--- config.mk ---
export PLATFORM = sky130hd
export DESIGN_NAME = data_mem_interface_flat
export DESIGN_NICKNAME = d
export VERILOG_FILES = /design/src/rtl/dmi_pkg.sv /design/src/rtl/data_mem_interface_if.sv /design/src/rtl/dmi_lane_align.sv /design/src/rtl/data_mem_interface.sv /design/src/flat_wrapper.sv
export SDC_FILE = /design/constraint.sdc
export NUM_CORES = 1
export LEC_CHECK = 0
export ABC_AREA = 1
export CORE_ASPECT_RATIO = 1.1
export CORE_MARGIN = 3
export CORE_UTILIZATION = 48
export CTS_CLUSTER_DIAMETER = 40
export DETAILED_ROUTE_END_ITERATION = 10
export GPL_TIMING_DRIVEN = 0
export PLACE_DENSITY = 0.87
export SYNTH_ARGS = -nofsm -noshare
export SYNTH_HDL_FRONTEND = slang
export SYNTH_SLANG_ARGS = --single-unit
--- constraint.sdc ---
create_clock -name DMI_CLOCK_50 -period 2.15 [get_ports DMI_CLOCK_50]
set_input_delay 0.3225 -clock DMI_CLOCK_50 [delete_from_list [all_inputs] [get_ports DMI_CLOCK_50]]
set_output_delay 0.3225 -clock DMI_CLOCK_50 [all_outputs]
set_load 0.03 [all_outputs]
--- src/rtl/dmi_pkg.sv ---
// rtl/dmi_pkg.sv - shared state encoding and byteenable constants for the data-memory master
package dmi_pkg;

    typedef enum logic [1:0] {
        IDLE = 2'd0,
        CMD  = 2'd1,
        RESP = 2'd2,
        DONE = 2'd3
    } dmi_state_t;

    localparam logic [3:0] ONE_BYTE   = 4'b0001;
    localparam logic [3:0] TWO_BYTES  = 4'b0011;
    localparam logic [3:0] FOUR_BYTES = 4'b1111;

endpackage

--- src/rtl/data_mem_interface_if.sv ---
// rtl/data_mem_interface_if.sv - core-side and Avalon-side signals of the data-memory master
interface data_mem_interface_if #(
    parameter int DATAWIDTH = 32,
    parameter int ADDRWIDTH = 32
);
    logic                 DMI_Req_In;
    logic                 DMI_Store_In;
    logic [ADDRWIDTH-1:0] DMI_Address_InBUS;
    logic [DATAWIDTH-1:0] DMI_WriteData_InBUS;
    logic [3:0]           DMI_Byteenable_InBUS;
    logic                 DMI_Stall_Out;
    logic                 DMI_Done_Out;
    logic                 DMI_Misaligned_Out;
    logic [DATAWIDTH-1:0] DMI_ReadData_OutBUS;
    logic [ADDRWIDTH-1:0] DMI_AvmAddress_OutBUS;
    logic                 DMI_AvmRead_Out;
    logic                 DMI_AvmWrite_Out;
    logic [3:0]           DMI_AvmByteenable_OutBUS;
    logic [DATAWIDTH-1:0] DMI_AvmWriteData_OutBUS;
    logic [DATAWIDTH-1:0] DMI_AvmReadData_InBUS;
    logic                 DMI_AvmWaitrequest_In;
    logic                 DMI_AvmReaddatavalid_In;

    modport master (
        input  DMI_Req_In, DMI_Store_In, DMI_Address_InBUS, DMI_WriteData_InBUS,
               DMI_Byteenable_InBUS, DMI_AvmReadData_InBUS, DMI_AvmWaitrequest_In,
               DMI_AvmReaddatavalid_In,
        output DMI_Stall_Out, DMI_Done_Out, DMI_Misaligned_Out, DMI_ReadData_OutBUS,
               DMI_AvmAddress_OutBUS, DMI_AvmRead_Out, DMI_AvmWrite_Out,
               DMI_AvmByteenable_OutBUS, DMI_AvmWriteData_OutBUS
    );

    modport slave (
        output DMI_Req_In, DMI_Store_In, DMI_Address_InBUS, DMI_WriteData_InBUS,
               DMI_Byteenable_InBUS, DMI_AvmReadData_InBUS, DMI_AvmWaitrequest_In,
               DMI_AvmReaddatavalid_In,
        input  DMI_Stall_Out, DMI_Done_Out, DMI_Misaligned_Out, DMI_ReadData_OutBUS,
               DMI_AvmAddress_OutBUS, DMI_AvmRead_Out, DMI_AvmWrite_Out,
               DMI_AvmByteenable_OutBUS, DMI_AvmWriteData_OutBUS
    );
endinterface

--- src/rtl/dmi_lane_align.sv ---
// rtl/dmi_lane_align.sv - byte-lane steering and alignment check for one access
module dmi_lane_align
    import dmi_pkg::*;
#(
    parameter int DATAWIDTH = 32
) (
    input  logic [1:0]           addr_off,
    input  logic [3:0]           be,
    input  logic [DATAWIDTH-1:0] wdata,
    input  logic [1:0]           rd_off,
    input  logic [DATAWIDTH-1:0] rdata,
    output logic [3:0]           be_lane,
    output logic [DATAWIDTH-1:0] wdata_lane,
    output logic [DATAWIDTH-1:0] rdata_just,
    output logic                 misaligned
);

    always_comb begin
        be_lane    = be << addr_off;
        wdata_lane = wdata << {addr_off, 3'b000};
        // upper bytes are left unmasked; the load/store unit extends from the low end
        rdata_just = rdata >> {rd_off, 3'b000};
        misaligned = ((be == TWO_BYTES) && addr_off[0]) ||
                     ((be == FOUR_BYTES) && (addr_off != 2'b00));
    end

endmodule

--- src/rtl/data_mem_interface.sv ---
// rtl/data_mem_interface.sv - Avalon-MM data-memory master between load/store unit and interconnect
module data_mem_interface
    import dmi_pkg::*;
#(
    parameter int DATAWIDTH = 32,
    parameter int ADDRWIDTH = 32
) (
    input  logic                 DMI_CLOCK_50,
    input  logic                 DMI_RESET_InHigh,
    data_mem_interface_if.master bus
);

    dmi_state_t           state, state_next;
    logic [ADDRWIDTH-1:0] addr_q;
    logic [1:0]           off_q;
    logic                 store_q;
    logic [3:0]           be_q;
    logic [DATAWIDTH-1:0] wdata_q;
    logic [DATAWIDTH-1:0] rdata_q;
    logic                 mis_q;
    logic                 capture;

    logic [3:0]           be_lane;
    logic [DATAWIDTH-1:0] wdata_lane;
    logic [DATAWIDTH-1:0] rdata_just;
    logic                 misaligned;

    dmi_lane_align #(.DATAWIDTH(DATAWIDTH)) u_align (
        .addr_off   (bus.DMI_Address_InBUS[1:0]),
        .be         (bus.DMI_Byteenable_InBUS),
        .wdata      (bus.DMI_WriteData_InBUS),
        .rd_off     (off_q),
        .rdata      (bus.DMI_AvmReadData_InBUS),
        .be_lane    (be_lane),
        .wdata_lane (wdata_lane),
        .rdata_just (rdata_just),
        .misaligned (misaligned)
    );

    always_comb begin
        state_next = state;
        capture    = 1'b0;
        case (state)
            IDLE: begin
                if (bus.DMI_Req_In) begin
                    state_next = misaligned ? DONE : CMD;
                end
            end
            CMD: begin
                if (!bus.DMI_AvmWaitrequest_In) begin
                    if (store_q) begin
                        state_next = DONE;
                    end else if (bus.DMI_AvmReaddatavalid_In) begin
                        // slave answered in the accept cycle itself
                        capture    = 1'b1;
                        state_next = DONE;
                    end else begin
                        state_next = RESP;
                    end
                end
            end
            RESP: begin
                if (bus.DMI_AvmReaddatavalid_In) begin
                    capture    = 1'b1;
                    state_next = DONE;
                end
            end
            DONE:    state_next = IDLE;
            default: state_next = IDLE;
        endcase
    end

    always_ff @(posedge DMI_CLOCK_50) begin
        if (DMI_RESET_InHigh) begin
            state   <= IDLE;
            addr_q  <= '0;
            off_q   <= 2'b00;
            store_q <= 1'b0;
            be_q    <= 4'b0000;
            wdata_q <= '0;
            rdata_q <= '0;
            mis_q   <= 1'b0;
        end else begin
            state <= state_next;
            if (state == IDLE && bus.DMI_Req_In) begin
                mis_q <= misaligned;
                if (!misaligned) begin
                    addr_q  <= {bus.DMI_Address_InBUS[ADDRWIDTH-1:2], 2'b00};
                    off_q   <= bus.DMI_Address_InBUS[1:0];
                    store_q <= bus.DMI_Store_In;
                    be_q    <= be_lane;
                    wdata_q <= wdata_lane;
                end
            end
            if (capture) begin
                rdata_q <= rdata_just;
            end
        end
    end

    assign bus.DMI_AvmRead_Out          = (state == CMD) && !store_q;
    assign bus.DMI_AvmWrite_Out         = (state == CMD) && store_q;
    assign bus.DMI_AvmAddress_OutBUS    = addr_q;
    assign bus.DMI_AvmByteenable_OutBUS = be_q;
    assign bus.DMI_AvmWriteData_OutBUS  = wdata_q;
    assign bus.DMI_Done_Out             = (state == DONE);
    assign bus.DMI_Misaligned_Out       = (state == DONE) && mis_q;
    assign bus.DMI_ReadData_OutBUS      = rdata_q;
    assign bus.DMI_Stall_Out            = ((state == IDLE) && bus.DMI_Req_In) ||
                                          (state == CMD) || (state == RESP);

endmodule

--- src/flat_wrapper.sv ---
// flat-port wrapper written by rule: the top's interface ports become plain ports
module data_mem_interface_flat import dmi_pkg::*;
#(
    parameter int DATAWIDTH = 32,
    parameter int ADDRWIDTH = 32
)
  (DMI_CLOCK_50, DMI_RESET_InHigh, bus_DMI_Req_In, bus_DMI_Store_In, bus_DMI_Address_InBUS, bus_DMI_WriteData_InBUS, bus_DMI_Byteenable_InBUS, bus_DMI_AvmReadData_InBUS, bus_DMI_AvmWaitrequest_In, bus_DMI_AvmReaddatavalid_In, bus_DMI_Stall_Out, bus_DMI_Done_Out, bus_DMI_Misaligned_Out, bus_DMI_ReadData_OutBUS, bus_DMI_AvmAddress_OutBUS, bus_DMI_AvmRead_Out, bus_DMI_AvmWrite_Out, bus_DMI_AvmByteenable_OutBUS, bus_DMI_AvmWriteData_OutBUS);
  data_mem_interface_if #(.DATAWIDTH(DATAWIDTH), .ADDRWIDTH(ADDRWIDTH)) bus_i ();
  input  logic DMI_CLOCK_50;
  input  logic DMI_RESET_InHigh;
  input wire logic [$bits(bus_i.DMI_Req_In)-1:0] bus_DMI_Req_In;
  input wire logic [$bits(bus_i.DMI_Store_In)-1:0] bus_DMI_Store_In;
  input wire logic [$bits(bus_i.DMI_Address_InBUS)-1:0] bus_DMI_Address_InBUS;
  input wire logic [$bits(bus_i.DMI_WriteData_InBUS)-1:0] bus_DMI_WriteData_InBUS;
  input wire logic [$bits(bus_i.DMI_Byteenable_InBUS)-1:0] bus_DMI_Byteenable_InBUS;
  input wire logic [$bits(bus_i.DMI_AvmReadData_InBUS)-1:0] bus_DMI_AvmReadData_InBUS;
  input wire logic [$bits(bus_i.DMI_AvmWaitrequest_In)-1:0] bus_DMI_AvmWaitrequest_In;
  input wire logic [$bits(bus_i.DMI_AvmReaddatavalid_In)-1:0] bus_DMI_AvmReaddatavalid_In;
  output wire logic [$bits(bus_i.DMI_Stall_Out)-1:0] bus_DMI_Stall_Out;
  output wire logic [$bits(bus_i.DMI_Done_Out)-1:0] bus_DMI_Done_Out;
  output wire logic [$bits(bus_i.DMI_Misaligned_Out)-1:0] bus_DMI_Misaligned_Out;
  output wire logic [$bits(bus_i.DMI_ReadData_OutBUS)-1:0] bus_DMI_ReadData_OutBUS;
  output wire logic [$bits(bus_i.DMI_AvmAddress_OutBUS)-1:0] bus_DMI_AvmAddress_OutBUS;
  output wire logic [$bits(bus_i.DMI_AvmRead_Out)-1:0] bus_DMI_AvmRead_Out;
  output wire logic [$bits(bus_i.DMI_AvmWrite_Out)-1:0] bus_DMI_AvmWrite_Out;
  output wire logic [$bits(bus_i.DMI_AvmByteenable_OutBUS)-1:0] bus_DMI_AvmByteenable_OutBUS;
  output wire logic [$bits(bus_i.DMI_AvmWriteData_OutBUS)-1:0] bus_DMI_AvmWriteData_OutBUS;
  assign bus_i.DMI_Req_In = bus_DMI_Req_In;
  assign bus_i.DMI_Store_In = bus_DMI_Store_In;
  assign bus_i.DMI_Address_InBUS = bus_DMI_Address_InBUS;
  assign bus_i.DMI_WriteData_InBUS = bus_DMI_WriteData_InBUS;
  assign bus_i.DMI_Byteenable_InBUS = bus_DMI_Byteenable_InBUS;
  assign bus_i.DMI_AvmReadData_InBUS = bus_DMI_AvmReadData_InBUS;
  assign bus_i.DMI_AvmWaitrequest_In = bus_DMI_AvmWaitrequest_In;
  assign bus_i.DMI_AvmReaddatavalid_In = bus_DMI_AvmReaddatavalid_In;
  assign bus_DMI_Stall_Out = bus_i.DMI_Stall_Out;
  assign bus_DMI_Done_Out = bus_i.DMI_Done_Out;
  assign bus_DMI_Misaligned_Out = bus_i.DMI_Misaligned_Out;
  assign bus_DMI_ReadData_OutBUS = bus_i.DMI_ReadData_OutBUS;
  assign bus_DMI_AvmAddress_OutBUS = bus_i.DMI_AvmAddress_OutBUS;
  assign bus_DMI_AvmRead_Out = bus_i.DMI_AvmRead_Out;
  assign bus_DMI_AvmWrite_Out = bus_i.DMI_AvmWrite_Out;
  assign bus_DMI_AvmByteenable_OutBUS = bus_i.DMI_AvmByteenable_OutBUS;
  assign bus_DMI_AvmWriteData_OutBUS = bus_i.DMI_AvmWriteData_OutBUS;
  data_mem_interface #(.DATAWIDTH(DATAWIDTH), .ADDRWIDTH(ADDRWIDTH)) u_core (.DMI_CLOCK_50(DMI_CLOCK_50), .DMI_RESET_InHigh(DMI_RESET_InHigh), .bus(bus_i));
endmodule
==> results.tsv <==
stage	metric	value	unit
status	status	finished, final reports clean	
finish	Nets	1232	
die	starting density of the core	49.5	%
sta	Setup WS post-layout	0.135	ns
detailed_routing	antenna-violating nets left	0	
sta	Worst slew margin	61.3	%
die	# rows	40	
yosys	Seq/Total Area, Yosys	38.2	%
yosys	complex-gate fraction of the synthesized area	7.23	%
yosys	top cell type's share of synthesized area	38.2	%
yosys	Post-Synth Adder-Cell Area	1.38	%
clock_tree	CTS Buffer Depth	2	
sta	Slew Viols, Final	0	
yosys	post-synthesis cell type count	25	
finish	Area Growth Syn to Fin	46.9	%
power_and_ir_drop	Pwr Total	7.92	mW
global_routing	initial antenna violation count	0	
yosys	number of synthesized flops with an enable pin	0	
setup_path	crit path max fanout	6	
setup_path	critical path launch point type	flip-flop	
setup_path	CP Capture Type	output pin	
clock_tree	post-CTS setup buffers	0	
detailed_routing	routed length per instance	13.4	µm
sta	final clock skew	0.00519	ns
setup_path	r2r endpoint	u_core.bus.DMI_ReadData_OutBUS[28]	
hold_path	worst min-delay path endpoint	u_core.state[1]	
hold_path	Worst Hold Class	input port to flip-flop	
die	Die X	108	µm
setup_path	worst r2r path cells	7	
setup_path	critical path class	flip-flop to output pin	
sta	fmax	496	MHz
yosys	synthesis-stage register bit count	104	
place	Placer Congestion	0.986	
clock_tree	Post-CTS Hold Buffers	0	
yosys	Main synth FF type	dfxtp_1	
flow_run	number of maximum-capacitance violations	0	
yosys	Yosys warning total	0	
setup_path	worst flop-to-flop path startpoint	u_core.state[0]	
detailed_routing	vias per cell	4.85	
detailed_routing	DRT Pass-1 Iters	5	
yosys	Synth Area in Simple Gates	40.6	%
detailed_routing	via count	6167	
setup_path	critical path arrival	1.69	ns
hold_path	HP Start	bus_DMI_Address_InBUS[0]	
setup_path	CP required	1.83	ns
setup_path	R2R Setup Slk	0.24	ns
global_routing	total gr overflow	0	
power_and_ir_drop	Peak VDD IR	0.519	mV
sta	final worst path period share	93.7	%
finish	Cell Count, Final, Fillers Out	1272	
clock_tree	CTS tree	built	
yosys	asr flop ratio synth	0	%
detailed_routing	DRC Markers	0	
yosys	post-synth top area cell	dfxtp_1	
clock_tree	clk root buf	clkbuf_16	
die	die height	118	µm
yosys	Area contributors post-synth	dfxtp_1 (38%), nand2_1 (22%), nor2_1 (11%)	
die	Die Area	0.0127	mm²
yosys	Mean Syn Cell Area	6.05	µm²
die	IO Count	211	
global_routing	first-pass GRT wire length	27.1	mm
global_routing	largest net degree at the start of global routing	17	
finish	n_diodes	0	
power_and_ir_drop	ratio of total power to cell area	989	mW/mm²
hold_path	hold path depth	5	
yosys	Synth Instances	901	
setup_path	crit path launch	u_core.state[0]	
place	port bufs	207	
yosys	largest family of logic cells by synthesized area	simple AND/OR/NAND/NOR gates	
place	Final HPWL DP	13.2	mm
clock_tree	H-Tree Depth	3	
global_routing	vias in the first global route	5685	
sta	final setup vio count	0	
place	pre-CTS setup slack	-0.0863	ns
sta	crit path time final	2.02	ns
finish	share of cells above drive strength 1	5.60	%
clock_tree	Num CTS Buffers	9	
yosys	most common cell in the netlist	nand2_1	
global_routing	GRT Overall Usage	26.5	%
clock_tree	worst skew pair latency	0.34	ns
yosys	Commonest cells post-synth	nand2_1 (322), nor2_1 (157), dfxtp_1 (104)	
clock_tree	number of clock sinks	104	
die	core area	0.0110	mm²
power_and_ir_drop	Leakage	3.81	nW
yosys	Mapped Area	0.00545	mm²
clock_tree	Worst-path clk slew	0.07	ns
yosys	post-synthesis xor/xnor area fraction	0	%
place	Placed Cells	1256	
sta	RSZ-0062 raised after global routing	false	
detailed_routing	final WL	17.1	mm
detailed_routing	1st-iter DRT viols	418	
sta	Final Hold Viols	0	
yosys	post-synthesis mux area share	0	%
sta	actual slew at the worst max-slew pin	0.581	ns
finish	Layout Utilization	72.7	%
sequential cells by signal (all words and copies together) (netlist names):
name,count
u_core.bus.DMI_AvmWriteData_OutBUS,32
u_core.store_q,1
u_core.state,2
u_core.bus.DMI_AvmByteenable_OutBUS,4
u_core.bus.DMI_ReadData_OutBUS,32
u_core.mis_q,1
u_core.bus.DMI_AvmAddress_OutBUS,30
u_core.off_q,2
cell type report:
type                            count  area, µm²
Tap cell                          147        184
Clock buffer                       11        243
Buffer                             54        295
Sequential cell                   104       2080
Fill cell                         939       3000
Clock inverter                      5       56.3
Timing Repair Buffer              207       2070
Inverter                          102        385
Multi-Input combinational cell    642       2690
cell usage in the layout (no fill, tap or decap), types with 7 or more instances in the layout:
cell             netlist  layout
a21oi_1               25      25
buf_2                 20      20
buf_6                  7       7
clkbuf_1              19      20
clkbuf_16              0       9
clkdlybuf4s50_1        0     203
dfxtp_1              104     104
inv_1                 98      98
nand2_1              322     322
nand3_1               62      62
nor2_1               157     157
o21ai_0               49      49
or2_2                  8       8
power breakdown:
part           switching (mW)  internal, mW  leakage [nW]  total (mW)
logic                    2.27          1.47          2.81        3.74
registers               0.208          2.32         0.852        2.52
clock network           0.725         0.934         0.145        1.66
timing repair:
item                       CTS  global route
setup endpoints to repair    3             1
gates resized for setup      3             1
cloned                       0             0
worst max-delay path: stages, from the launching register on:
cell	delay (ns)
dfxtp_1	0.45
ha_1	0.21
clkdlybuf4s50_1	0.69
per-layer routing:
layer	global-route usage, %	part of all wire [%]
met5	0	0
met4	10.5	3.2
met3	5.76	8.7
met2	45.2	48
met1	32.2	41
worst max-delay path by stage:
| stage | endpoint | slack (ns) | cells after the start |
|---|---|---|---|
| after floorplan | u_core.bus.DMI_ReadData_OutBUS[21] | 0.67 | 7 |
| after global placement | u_core.bus.DMI_AvmWriteData_OutBUS[18] | -0.06 | 6 |
| after detailed placement | u_core.bus.DMI_AvmWriteData_OutBUS[18] | -0.09 | 6 |
| after CTS | bus_DMI_Misaligned_Out | 0.04 | 4 |
| after global routing | u_core.bus.DMI_ReadData_OutBUS[22] | 0.03 | 7 |
| final | bus_DMI_Done_Out | 0.13 | 2 |
logic make-up after synthesis:
kind of cell               count (synthesis)
AOI/OAI and AO/OA                         78
adders and majority gates                  6
buffers and inverters                    156
DFF                                      104
other                                      1
and+or+nand+nor                          556
stage by stage:
stage / hold slack, ns / setup TNS, ns / area [µm²]
2_1_floorplan: 0.457 / 0 / 5450
3_3_place_gp: 0.447 / -0.262 / 7710
3_5_place_dp: 0.455 / -0.345 / 7710
4_1_cts: 0.405 / 0 / 8010
5_1_grt: 0.412 / 0 / 8010
6_report: 0.403 / 0 / 8010
No activity file was read; power rests on OpenSTA's default activity.
